[config.mk]
export PLATFORM = sky130hd
export DESIGN_NAME = layer_compositor
export DESIGN_NICKNAME = d
export VERILOG_FILES = /design/src/rtl/layer_compositor.sv
export SDC_FILE = /design/constraint.sdc
export NUM_CORES = 1
export LEC_CHECK = 0
export CAP_MARGIN = 10
export CORE_MARGIN = 2
export CORE_UTILIZATION = 53
export CTS_CLUSTER_DIAMETER = 80
export CTS_CLUSTER_SIZE = 40
export DETAILED_ROUTE_END_ITERATION = 8
export PLACE_DENSITY = 0.73
export SYNTH_ARGS = -nofsm -noshare
export SYNTH_HDL_FRONTEND = slang
export SYNTH_SLANG_ARGS = --single-unit
[constraint.sdc]
create_clock -name Clk -period 2.45 [get_ports Clk]
set_clock_uncertainty 0.1 [all_clocks]
set_input_delay 0.49 -clock Clk [delete_from_list [all_inputs] [get_ports Clk]]
set_output_delay 0.49 -clock Clk [all_outputs]
set_load 0.03 [all_outputs]
[src/rtl/layer_compositor.sv]
// layer_compositor: two-stage N-layer pixel compositor feeding the VGA DAC.
// Stage 1 picks the highest-priority opaque layer and the background colour.
// Stage 2 looks up the palette, or uses the background, and drives the RGB outputs.
// Optional frame-rate fade-out/fade-in: define LAYER_COMPOSITOR_FADE_EN.
module layer_compositor #(
  parameter int unsigned NUM_LAYERS = 4,
  parameter int unsigned IDX_W      = 5,
  parameter int unsigned PAL_DEPTH  = 32
) (
  input  logic                        Clk,
  input  logic                        Reset,
  input  logic                        pix_valid,
  input  logic [9:0]                  DrawX,
  input  logic [9:0]                  DrawY,
  input  logic [NUM_LAYERS-1:0]       layer_en,
  input  logic [NUM_LAYERS*IDX_W-1:0] layer_idx,
  input  logic [1:0]                  bg_mode,
  input  logic                        pal_we,
  input  logic [IDX_W-1:0]            pal_waddr,
  input  logic [23:0]                 pal_wdata,
  input  logic                        fade_start,
  output logic [7:0]                  VGA_R,
  output logic [7:0]                  VGA_G,
  output logic [7:0]                  VGA_B,
  output logic                        out_valid,
  output logic                        fade_busy
);

  localparam int unsigned AW = (PAL_DEPTH > 1) ? $clog2(PAL_DEPTH) : 1;

  logic [23:0]      palette [PAL_DEPTH];

  logic             win_hit;
  logic [IDX_W-1:0] win_idx;
  logic [IDX_W-1:0] cand;
  logic [23:0]      bg_rgb;

  logic             s1_valid;
  logic             s1_hit;
  logic [IDX_W-1:0] s1_idx;
  logic [23:0]      s1_bg;

  logic [23:0]      src_rgb;
  logic [23:0]      shaded_rgb;

  // Priority search: the lowest-numbered layer with an in-range, non-zero index wins
  always_comb begin
    win_hit = 1'b0;
    win_idx = '0;
    cand    = '0;
    for (int unsigned k = 0; k < NUM_LAYERS; k++) begin
      cand = layer_idx[k*IDX_W +: IDX_W];
      if (!win_hit && layer_en[k] && (cand != '0) && (32'(cand) < PAL_DEPTH)) begin
        win_hit = 1'b1;
        win_idx = cand;
      end
    end
  end

  // Background colour for the current pixel
  always_comb begin
    case (bg_mode)
      2'd0:    bg_rgb = {8'h3F, 8'h00, 8'h7F - 8'(DrawX >> 3)};
      2'd1:    bg_rgb = 24'h228B22;
      2'd2:    bg_rgb = 24'h6666B2;
      default: bg_rgb = 24'hB22222;
    endcase
  end

  // Stage 1 register: winner, background and valid bit
  always_ff @(posedge Clk) begin
    if (Reset) begin
      s1_valid <= 1'b0;
      s1_hit   <= 1'b0;
      s1_idx   <= '0;
      s1_bg    <= '0;
    end else begin
      s1_valid <= pix_valid;
      s1_hit   <= win_hit;
      s1_idx   <= win_idx;
      s1_bg    <= bg_rgb;
    end
  end

  // Palette RAM write port; contents survive Reset
  always_ff @(posedge Clk) begin
    if (pal_we && (32'(pal_waddr) < PAL_DEPTH)) begin
      palette[pal_waddr[AW-1:0]] <= pal_wdata;
    end
  end

  // Source colour for stage 2; a write on the same edge is not yet visible here
  always_comb begin
    src_rgb = s1_hit ? palette[s1_idx[AW-1:0]] : s1_bg;
  end

`ifdef LAYER_COMPOSITOR_FADE_EN
  typedef enum logic [1:0] {
    IDLE,
    FADE_OUT,
    HOLD,
    FADE_IN
  } fade_state_t;

  fade_state_t state;
  logic [3:0]  level;
  logic        frame_tick;

  assign frame_tick = pix_valid && (DrawX == 10'd0) && (DrawY == 10'd0);

  function automatic logic [7:0] apply_gain(input logic [7:0] c, input logic [3:0] lv);
    logic [11:0] prod;
    prod = {4'b0, c} * {7'b0, ({1'b0, lv} + 5'd1)};
    return 8'(prod >> 4);
  endfunction

  // Fade sequencer: every frame tick either steps the level or advances the state.
  // FADE_OUT spends one extra tick at level 0 before HOLD; FADE_IN leaves on the
  // tick that lands on 15, so a full sequence spans 32 ticks.
  always_ff @(posedge Clk) begin
    if (Reset) begin
      state     <= IDLE;
      level     <= 4'd15;
      fade_busy <= 1'b0;
    end else begin
      case (state)
        IDLE: begin
          if (fade_start) begin
            state     <= FADE_OUT;
            fade_busy <= 1'b1;
          end
        end
        FADE_OUT: begin
          if (frame_tick) begin
            if (level == 4'd0) state <= HOLD;
            else               level <= level - 4'd1;
          end
        end
        HOLD: begin
          if (frame_tick) state <= FADE_IN;
        end
        FADE_IN: begin
          if (frame_tick) begin
            level <= level + 4'd1;
            if (level == 4'd14) begin
              state     <= IDLE;
              fade_busy <= 1'b0;
            end
          end
        end
        default: begin
          state     <= IDLE;
          level     <= 4'd15;
          fade_busy <= 1'b0;
        end
      endcase
    end
  end

  // Per-channel gain (level+1)/16
  always_comb begin
    shaded_rgb = {apply_gain(src_rgb[23:16], level),
                  apply_gain(src_rgb[15:8],  level),
                  apply_gain(src_rgb[7:0],   level)};
  end
`else
  logic unused_fade;

  assign fade_busy   = 1'b0;
  assign unused_fade = ^{fade_start, DrawY};

  // No fade: unity gain
  always_comb begin
    shaded_rgb = src_rgb;
  end
`endif

  // Stage 2 register: RGB out, blanked on bubbles
  always_ff @(posedge Clk) begin
    if (Reset) begin
      out_valid <= 1'b0;
      VGA_R     <= '0;
      VGA_G     <= '0;
      VGA_B     <= '0;
    end else begin
      out_valid <= s1_valid;
      if (s1_valid) begin
        {VGA_R, VGA_G, VGA_B} <= shaded_rgb;
      end else begin
        {VGA_R, VGA_G, VGA_B} <= '0;
      end
    end
  end

endmodule

# Word-level counts from Yosys, hierarchy flattened
# Memories as Yosys holds them, arrays and structs flattened. A register that Yosys moved wholly into a read port is not among the register bits.
# Index checks and enable logic that the tools add are counted.
# word_totals
reg_bits	51
mem_bits_rw	768
inputBits	80
out_inout_bits	26
elab_cells	41
n_memories	1
# memory_table
memory	words	width	read_ports	rd_clocked_by_memory_dff	wr	line	source
palette	32	24	1	1	1	31	logic [23:0] palette [PAL_DEPTH];
# classes
addsub	1
eq_ne	2
muxes	13
n_bitwise	1
n_reduce_logical	16
# ops
operator	n
$pmux W24 S3	1
$mux W5	5
$mux W24	1
$reduce_bool A5 Y1	4
$sub A7 B7 Y8 const A	1
$logic_and A1 B1 Y1	7
$mux W1	6
$logic_not A1 Y1	3
$eq A2 B1 Y1 const B	1
$eq A2 B2 Y1 const B	1
$logic_not A2 Y1	1
$reduce_or A2 Y1	1
$not A1 Y1	1

# Depth between registers and ports, before layout
# Gate-level depths: netlist of the first run.
# logic_depth
depth_word	16
depth_mapped	9
depth_no_buf	5

# Least setup slack after synthesis of the first run
# No wires, ideal clock.
# synth_timing
path_kind	input -> register
start	input port pal_waddr[1]
end	memory palette[12][0], enable pin
setup_ns	0.405
t_arrival_ns	2.172
t_required_ns	1.945
setup_slack_ns	-0.227
cell_stages	3
n_path_buf	1
cell_sequence	or3b_2 -> clkbuf_1 -> nor2_1
# synth_rtl
element	line	source
from (decl)	19	input logic [IDX_W-1:0] pal_waddr,
to (decl)	31	
# Straight into the memory's write port.

==> flow_metrics.env, run 1 <==
export IMPL_core_um2=57810
export IMPL_hold_path_class="in -> reg"
export IMPL_post_cts_buffers=0
export IMPL_area_delta_synth_final_pct=15.62
export IMPL_drv_cap=0
export IMPL_ant_nets=0
export IMPL_drc=0
export IMPL_ios=106
export IMPL_grt_max_degree=52
export IMPL_grt_pass1_wl_um=104100
export IMPL_path_max_fanout=27
export IMPL_place_ws_ns=-0.01657
export IMPL_finalSetupViolCount=0
export IMPL_cts_path_max_buffers=3
export IMPL_synthArstFlopShare_pct=0
export IMPL_power_leakage_nw=11.05
export IMPL_setup_ws_ns=0.09113
export IMPL_slew_violations=0
export IMPL_hpwl_um=44420
export IMPL_clk_latency_ns=0.65
export IMPL_vias=15410
export IMPL_critical_path_class="reg -> reg"
export IMPL_fin_nets=1733
export IMPL_tightest_slew_ns=0.8911
export IMPL_drt_pass1_iterations=6
export IMPL_die_y_um=246.0
export IMPL_grt_usage_pct=23.84
export IMPL_h_tree_depth=1
export IMPL_hold_viol=0
export IMPL_syn_nets=1524
export IMPL_cp_required_ns=2.86
export IMPL_cts_buffers=30
export IMPL_yosys_warnings=0
export IMPL_gp_congestion=0.8544
export IMPL_start_kind="register"
export IMPL_io_buffers=90
export IMPL_start_util_pct=53.68
export IMPL_n_fill_cell=3869
export IMPL_max_freq_ghz=0.4239
export IMPL_relSlewSlack_pct=39.97
export IMPL_tritoncts_num_sinks=816
export IMPL_drt_wl_total_um=70780
export IMPL_num_rows=88
export IMPL_syn_area_um2=31030
export IMPL_yosysSeqAreaShare_pct=77.41
export IMPL_drt_iter0_drc=2128
export IMPL_antenna_found_initial=0
export IMPL_stdcell_area_um2=35880
export IMPL_rsz0062_at_grt="false"
export IMPL_synthFlopType="edfxtp_1"
export IMPL_cts_tree="done"
export IMPL_placed_area_um2=34710
export IMPL_cp_end_kind="register"
export IMPL_worstHoldStart="DrawX[5]"
export IMPL_cts_root_buffer="clkbuf_16"
export IMPL_peakVddDrop_mv=0.5543
export IMPL_fp_dieW_um=246.0
export IMPL_synth_edf_count=768
export IMPL_netlist_instances=1439
export IMPL_fin_crit_sh_pct=96.28
export IMPL_synth_cell_types=50
export IMPL_vias_per_cell=6.323
export IMPL_critical_path_arrival_ns=2.77
export IMPL_status="finished clean"
export IMPL_ys_ff_latch=816
export IMPL_synth_avg_cell_area_um2=21.57
export IMPL_drive_gt1_share_pct=26.61
export IMPL_wire_per_inst_um=29.04
export IMPL_path_clk_slew_ns=0.13
export IMPL_layout_min_cycle_time_ns=2.359
export IMPL_grt_pass1_vias=15510
export IMPL_dieArea_um2=60500
export IMPL_grt_remaining_overflow=0
export IMPL_diodes=0
export IMPL_power_density_nw_per_um2=688.7
[Yosys cell counts, types with 10 or more instances]
cell type,number,area [um^2]
dfxtp_1,48,960.9
nor2b_1,16,100.1
buf_4,18,135.1
buf_2,19,95.09
nor4_1,17,106.4
buf_6,13,146.4
nor2_1,56,210.2
o21ai_0,29,145.1
mux2i_1,45,450.4
mux4_2,183,4121
a31oi_1,12,75.07
a22oi_1,10,75.07
clkbuf_1,17,63.81
o22ai_1,29,181.4
edfxtp_1,768,23060
nand2_1,29,108.9
a22o_1,12,105.1
[final timing paths]
path / cells past startpoint / slack, ns / end
min: 2 / 0.25 / s1_bg[2]
max reg2reg: 5 / 0.09 / VGA_B[2]
max: 5 / 0.09 / VGA_B[2]
min reg2reg: 2 / 0.45 / VGA_G[5]
[cell families (layout without fill, tap and decap cells)]
group                      after synthesis  in the layout  share of synthesized area, %
AOI/OAI and AO/OA                      134            134                         2.976
adders and majority gates                5              5                        0.2016
buffers and inverters                   79            312                         1.653
DFF                                    816            816                         77.41
muxes                                  235            235                         14.99
other                                    1              1                       0.01208
and+or+nand+nor                        169            169                         2.758
[metal layers]
layer	vias up	share of wire [%]	track usage (%)	wire, um
met1	8147	41	35.20	28740
met5	-	0	0	0
li1	6415	-	-	-
met4	0	1.4	4.153	1014
met2	783	49	39.17	34850
met3	65	8.7	3.050	6176
[state kept, by name, indices dropped and copies added, names as in the netlist, named ones only]
name / count
s1_bg: 16
VGA_B: 8
palette: 768
s1_valid: 1
VGA_R: 8
s1_hit: 1
VGA_G: 8
out_valid: 1
[repair_timing]
| item | 4_1_cts | 5_1_grt |
|---|---|---|
| hold buffers | 0 | 0 |
| setup endpoints to repair | 0 | 3 |
| gates resized for setup | 0 | 1 |
[where the power goes]
part,switching (mW),internal (mW),total (mW)
registers,0.0903,15.4,15.5
clock network,4.41,2.83,7.24
logic,1.06,0.905,1.97
[metrics by stage]
step	hold slack (ns)	power, mW	setup TNS (ns)	util [%]	instances
floorplan	0.3913	16.88	-48.94	-	1439
finish	0.2522	24.71	0	62.07	2437
global placement	0.4207	17.72	-0.04451	60.05	2381
CTS	0.2378	24.82	0	62.06	2437
global route	0.2476	25.35	0	62.07	2437
detailed placement	0.4073	17.78	-0.5903	60.05	2381
[cell usage in the layout (no fill, tap or decap), types with 6 or more instances in the layout]
master / instances
a211o_1: 8
a211oi_1: 6
a21oi_1: 9
a22o_1: 12
a22oi_1: 10
a31oi_1: 12
and3_1: 6
buf_12: 69
buf_4: 92
clkbuf_16: 31
clkdlybuf4s50_1: 90
dfxtp_1: 45
edfxtp_1: 768
mux2_2: 7
mux2i_1: 45
mux4_2: 183
nand2_1: 29
nand2b_1: 7
nand3b_1: 6
nor2_1: 23
nor2_4: 31
nor2b_1: 16
nor3_1: 9
nor4_1: 17
o21ai_0: 29
o22ai_1: 29
or3_1: 7
[critical path: stages, from the launching register on]
cell     delay (ns)
dfxtp_4        0.72
buf_4          0.33
mux4_2         0.22
mux2i_1        0.07
a22o_1         0.29
nor4_1         0.46
[cell type report]
class                           instances  area [um^2]  area share, %
Timing Repair Buffer                  251         2973          8.286
Multi-Input combinational cell        544         6734          18.77
Sequential cell                       816        24030          66.99
Tap cell                              765        957.2          2.668
Clock inverter                         20        367.9          1.025
Clock buffer                           36        794.5          2.214
Inverter                                5        18.77        0.05231
No activity file was read; power rests on OpenSTA's default activity.
==> run 2: changes to the inputs <==
--- a/config.mk
+++ b/config.mk
@@ -8,9 +8,8 @@
 export CAP_MARGIN = 10
 export CORE_MARGIN = 2
-export CORE_UTILIZATION = 53
+export CORE_UTILIZATION = 40
 export CTS_CLUSTER_DIAMETER = 80
 export CTS_CLUSTER_SIZE = 40
 export DETAILED_ROUTE_END_ITERATION = 8
-export PLACE_DENSITY = 0.73
 export SYNTH_ARGS = -nofsm -noshare
 export SYNTH_HDL_FRONTEND = slang
==> constraint.sdc (replaced) <==
create_clock -name Clk -period 2.45 [get_ports Clk]
set_clock_uncertainty 0.1 [all_clocks]
set_input_delay 0.735 -clock Clk [delete_from_list [all_inputs] [get_ports Clk]]
set_output_delay 0.735 -clock Clk [all_outputs]
set_load 0.03 [all_outputs]
==> flow_metrics.env, run 2 (synthesized netlist as in run 1, its figures left out) <==
export IMPL_io_buffers=90
export IMPL_start_kind="register"
export IMPL_power_leakage_nw=11.40
export IMPL_clk_latency_ns=0.65
export IMPL_placed_area_um2=35560
export IMPL_hold_end="VGA_B[0]"
export IMPL_max_freq_ghz=0.4377
export IMPL_cts_root_buffer="clkbuf_16"
export IMPL_reg2reg_slack_ns=0.17
export IMPL_tritoncts_num_sinks=816
export IMPL_drv_cap=0
export IMPL_fin_cells=2752
export IMPL_vias=15160
export IMPL_hold_path_class="reg -> reg"
export IMPL_min_path_cells=2
export IMPL_hold_viol=0
export IMPL_cts_buffers=30
export IMPL_peakVddDrop_mv=0.4872
export IMPL_cp_end_kind="register"
export IMPL_wire_per_inst_um=26.36
export IMPL_most_common_layout_cells="768 x edfxtp_1, 183 x mux4_2, 117 x buf_4"
export IMPL_largest_reg_flops=768
export IMPL_status="finished clean"
export IMPL_fp_dieW_um=282.5
export IMPL_antenna_found_initial=1
export IMPL_fin_nets=1774
export IMPL_diodes=0
export IMPL_worstHoldStart="s1_bg[0]"
export IMPL_area_delta_synth_final_pct=18.15
export IMPL_core_um2=77080
export IMPL_ant_nets=0
export IMPL_layout_min_cycle_time_ns=2.285
export IMPL_ios=106
export IMPL_start_util_pct=40.26
export IMPL_stdcell_area_um2=36660
export IMPL_worst_r2r_cell_count=6
export IMPL_grt_max_degree=42
export IMPL_fin_crit_sh_pct=93.26
export IMPL_h_tree_depth=1
export IMPL_rsz0062_at_grt="false"
export IMPL_drive_gt1_share_pct=28.74
export IMPL_drt_iter0_drc=1802
export IMPL_fin_setup_tns_ns=0
export IMPL_tightest_slew_ns=0.6240
export IMPL_final_common_cell="edfxtp_1"
export IMPL_drt_pass1_iterations=5
export IMPL_relSlewSlack_pct=57.96
export IMPL_cts_path_max_buffers=3
export IMPL_gp_congestion=0.7975
export IMPL_slew_violations=0
export IMPL_finalSetupViolCount=0
export IMPL_seq_area_um2=24040
export IMPL_drt_wl_total_um=72550
export IMPL_num_rows=102
export IMPL_hpwl_um=47340
export IMPL_cts_tree="done"
export IMPL_drc=0
export IMPL_die_y_um=282.5
export IMPL_grt_pass1_vias=15370
export IMPL_dp_cells=2694
export IMPL_multi_input_area_um2=6744
export IMPL_cp_required_ns=2.91
export IMPL_power_density_nw_per_um2=670.6
export IMPL_critical_path_arrival_ns=2.74
export IMPL_path_clk_slew_ns=0.13
export IMPL_dieArea_um2=79830
export IMPL_critical_path_class="reg -> reg"
export IMPL_path_max_fanout=27
export IMPL_n_fill_cell=6321
export IMPL_grt_pass1_wl_um=104700
export IMPL_grt_usage_pct=18.19
export IMPL_vias_per_cell=5.509
export IMPL_grt_remaining_overflow=0
export IMPL_r2r_end="VGA_B[5]"
[run 2: what timing repair did]
action	4_1_cts	5_1_grt
setup buffers	0	3
hold buffers	0	0
endpoints found under the setup margin	25	2
cloned	0	0
gates resized for setup	25	1
[run 2: layout make-up]
type                            instances  area share, %
Clock buffer                           32          2.126
Clock inverter                         23         0.9146
Inverter                                5        0.05119
Multi-Input combinational cell        544          18.39
Sequential cell                       816          65.56
Tap cell                             1040          3.549
Timing Repair Buffer                  292          9.409
[run 2: worst max-delay path: stages (launching register included)]
cell     delay, ns
dfxtp_4       0.51
buf_12        0.26
buf_4         0.32
mux4_2        0.56
o22ai_1       0.21
nor4_1        0.08
buf_4         0.15
[run 2: power breakdown]
| part | total, mW | switching, mW | internal, mW |
|---|---|---|---|
| Sequential | 15.5 | 0.0844 | 15.4 |
| Combinational | 2.01 | 1.07 | 0.941 |
| Clock | 7.09 | 4.40 | 2.68 |
| Total | 24.6 | 5.55 | 19.0 |
[run 2: metrics by stage]
stage	hold slack (ns)	worst slack [ns]	total power [mW]	util, %
after floorplan	0.3913	-0.3475	16.89	-
final	0.4566	0.1652	24.59	47.56
after detailed placement	0.4128	-0.2813	17.85	46.13
after global routing	0.4852	0.03630	25.35	47.56
after global placement	0.4364	-0.2409	17.81	46.13
after CTS	0.4469	0.07995	24.79	47.53
[run 2: worst max-delay path by stage]
stage                       startpoint        endpoint  slack (ns)
after global placement    layer_idx[1]        register       -0.24
after detailed placement  layer_idx[2]        register       -0.28
final                         register        VGA_B[5]        0.17
after global routing          register        VGA_G[4]        0.04
after CTS                     register        VGA_B[3]        0.08
after floorplan           pal_waddr[4]  palette[10][0]       -0.35
[run 2: metal layers]
metal	vias to the layer above	global-route usage (%)	part of all wire, %
met5	-	0	0
met3	56	2.544	6.4
met1	8097	26.58	44
met2	504	29.46	48
met4	0	3.487	1.7
li1	6505	-	-
==> run 3: changes to the inputs <==
- CORE_UTILIZATION: 40 -> 55
- PLACE_DENSITY: not set -> 0.76
==> flow_metrics.env, run 3 (synthesized netlist as in run 1, its figures left out) <==
export IMPL_status="finished clean"
export IMPL_cts_hold_buffers=0
export IMPL_grt_pass1_wl_um=101400
export IMPL_grt_remaining_overflow=0
export IMPL_drt_pass1_iterations=5
export IMPL_cts_root_buffer="clkbuf_16"
export IMPL_n_fill_cell=3606
export IMPL_relSlewSlack_pct=44.41
export IMPL_finalSetupViolCount=0
export IMPL_vias_per_cell=6.348
export IMPL_rsz0062_at_grt="false"
export IMPL_cts_tree="done"
export IMPL_slew_violations=0
export IMPL_gp_congestion=0.8894
export IMPL_multi_input_area_um2=6698
export IMPL_tightest_slew_ns=0.8251
export IMPL_io_buffers=90
export IMPL_dp_cells=2383
export IMPL_path_max_fanout=17
export IMPL_h_tree_depth=1
export IMPL_start_kind="register"
export IMPL_critical_path_arrival_ns=2.85
export IMPL_wire_per_inst_um=28.15
export IMPL_path_clk_slew_ns=0.12
export IMPL_hpwl_um=43650
export IMPL_drv_cap=0
export IMPL_hold_viol=0
export IMPL_fin_nets=1748
export IMPL_diodes=0
export IMPL_peakVddDrop_mv=0.5439
export IMPL_final_common_cell="edfxtp_1"
export IMPL_layout_min_cycle_time_ns=2.408
export IMPL_fp_dieW_um=241.5
export IMPL_drive_gt1_share_pct=27.33
export IMPL_seq_area_um2=24040
export IMPL_cts_buffers=28
export IMPL_grt_pass1_vias=15550
export IMPL_cp_required_ns=2.89
export IMPL_drc=0
export IMPL_fin_cells=2439
export IMPL_tritoncts_num_sinks=816
export IMPL_largest_reg_flops=768
export IMPL_cts_path_max_buffers=3
export IMPL_antenna_found_initial=1
export IMPL_max_freq_ghz=0.4153
export IMPL_most_common_layout_cells="768 x edfxtp_1, 183 x mux4_2, 108 x buf_4"
export IMPL_cp_end_kind="register"
export IMPL_start_util_pct=55.36
export IMPL_fin_crit_sh_pct=98.28
export IMPL_drt_iter0_drc=2083
export IMPL_hold_path_class="reg -> reg"
export IMPL_critical_path_class="reg -> reg"
export IMPL_power_density_nw_per_um2=673.6
export IMPL_grt_usage_pct=23.60
export IMPL_whs_ns=0.4386
export IMPL_drt_wl_total_um=68650
export IMPL_ant_nets=0
export IMPL_area_delta_synth_final_pct=15.18
export IMPL_vias=15480
export IMPL_power_leakage_nw=11.16
export IMPL_ios=106
export IMPL_die_y_um=241.5
export IMPL_core_um2=56060
export IMPL_grt_max_degree=54
export IMPL_clk_latency_ns=0.64
export IMPL_num_rows=87
export IMPL_dieArea_um2=58340
## run 3: cell count changes in the layout (fill, tap and decap cells not counted), moves of 2 or more
cell        before  now
clkbuf_1         1    4
nor2_2           1   11
clkbuf_16       31   29
buf_4          117  108
clkinv_4         4    0
inv_6            6    2
clkinvlp_4       1    3
buf_12          85   70
nor2_4          32   22
inv_16           0    2
inv_8            2    4
clkinv_16        3    0
## run 3: final timing paths
check,slack [ns],depth (start not counted),end,start
max,0.04,7,VGA_B[2],register
min,0.44,2,VGA_R[7],s1_bg[23]
max reg2reg,0.04,7,VGA_B[2],register
min reg2reg,0.44,2,VGA_R[7],s1_bg[23]
## run 3: through the flow
stage | TNS (ns) | setup WS [ns] | area [um^2] | power [mW] | util [%]
floorplan | -71.68 | -0.3475 | 31120 | 16.89 | -
global placement | -67.57 | -0.3664 | 34740 | 17.76 | 61.98
detailed placement | -85.79 | -0.3811 | 34740 | 17.82 | 61.98
CTS | 0 | 0.008513 | 35680 | 24.16 | 63.64
global route | 0 | 0.01073 | 35740 | 24.72 | 63.76
finish | 0 | 0.04222 | 35740 | 24.08 | 63.76
## run 3: repair_timing
item / CTS / global route
gates resized for setup: 26 / 2
setup buffers: 0 / 6
endpoints found under the setup margin: 26 / 16
## run 3: per-layer routing
layer  routed length (um)  vias up  track usage (%)
met3                 6103       99            3.762
li1                     -     6451                -
met4                 1778        2            6.394
met5                   13        -                0
met1                27270     8124            34.23
met2                33490      806            37.99
## run 3: final cells by class
class / instances / area share, %
Inverter: 5 / 0.05251
Sequential cell: 816 / 67.25
Tap cell: 756 / 2.646
Timing Repair Buffer: 268 / 8.622
Multi-Input combinational cell: 544 / 18.74
Clock buffer: 33 / 2.072
Clock inverter: 17 / 0.6231
## run 3: report_power, final
group          switching [mW]  internal [mW]  total (mW)
Combinational            1.11          0.932        2.04
Sequential             0.0694           15.4        15.5
Clock                    4.17           2.39        6.56
## run 3: worst max-delay path, cell delays in order, from the launching register on
cell and delay [ns]:
dfxtp_4 0.50, buf_4 0.19, buf_12 0.19, mux4_2 0.51
mux2i_1 0.26, a22o_1 0.30, nor4_1 0.09, buf_4 0.16
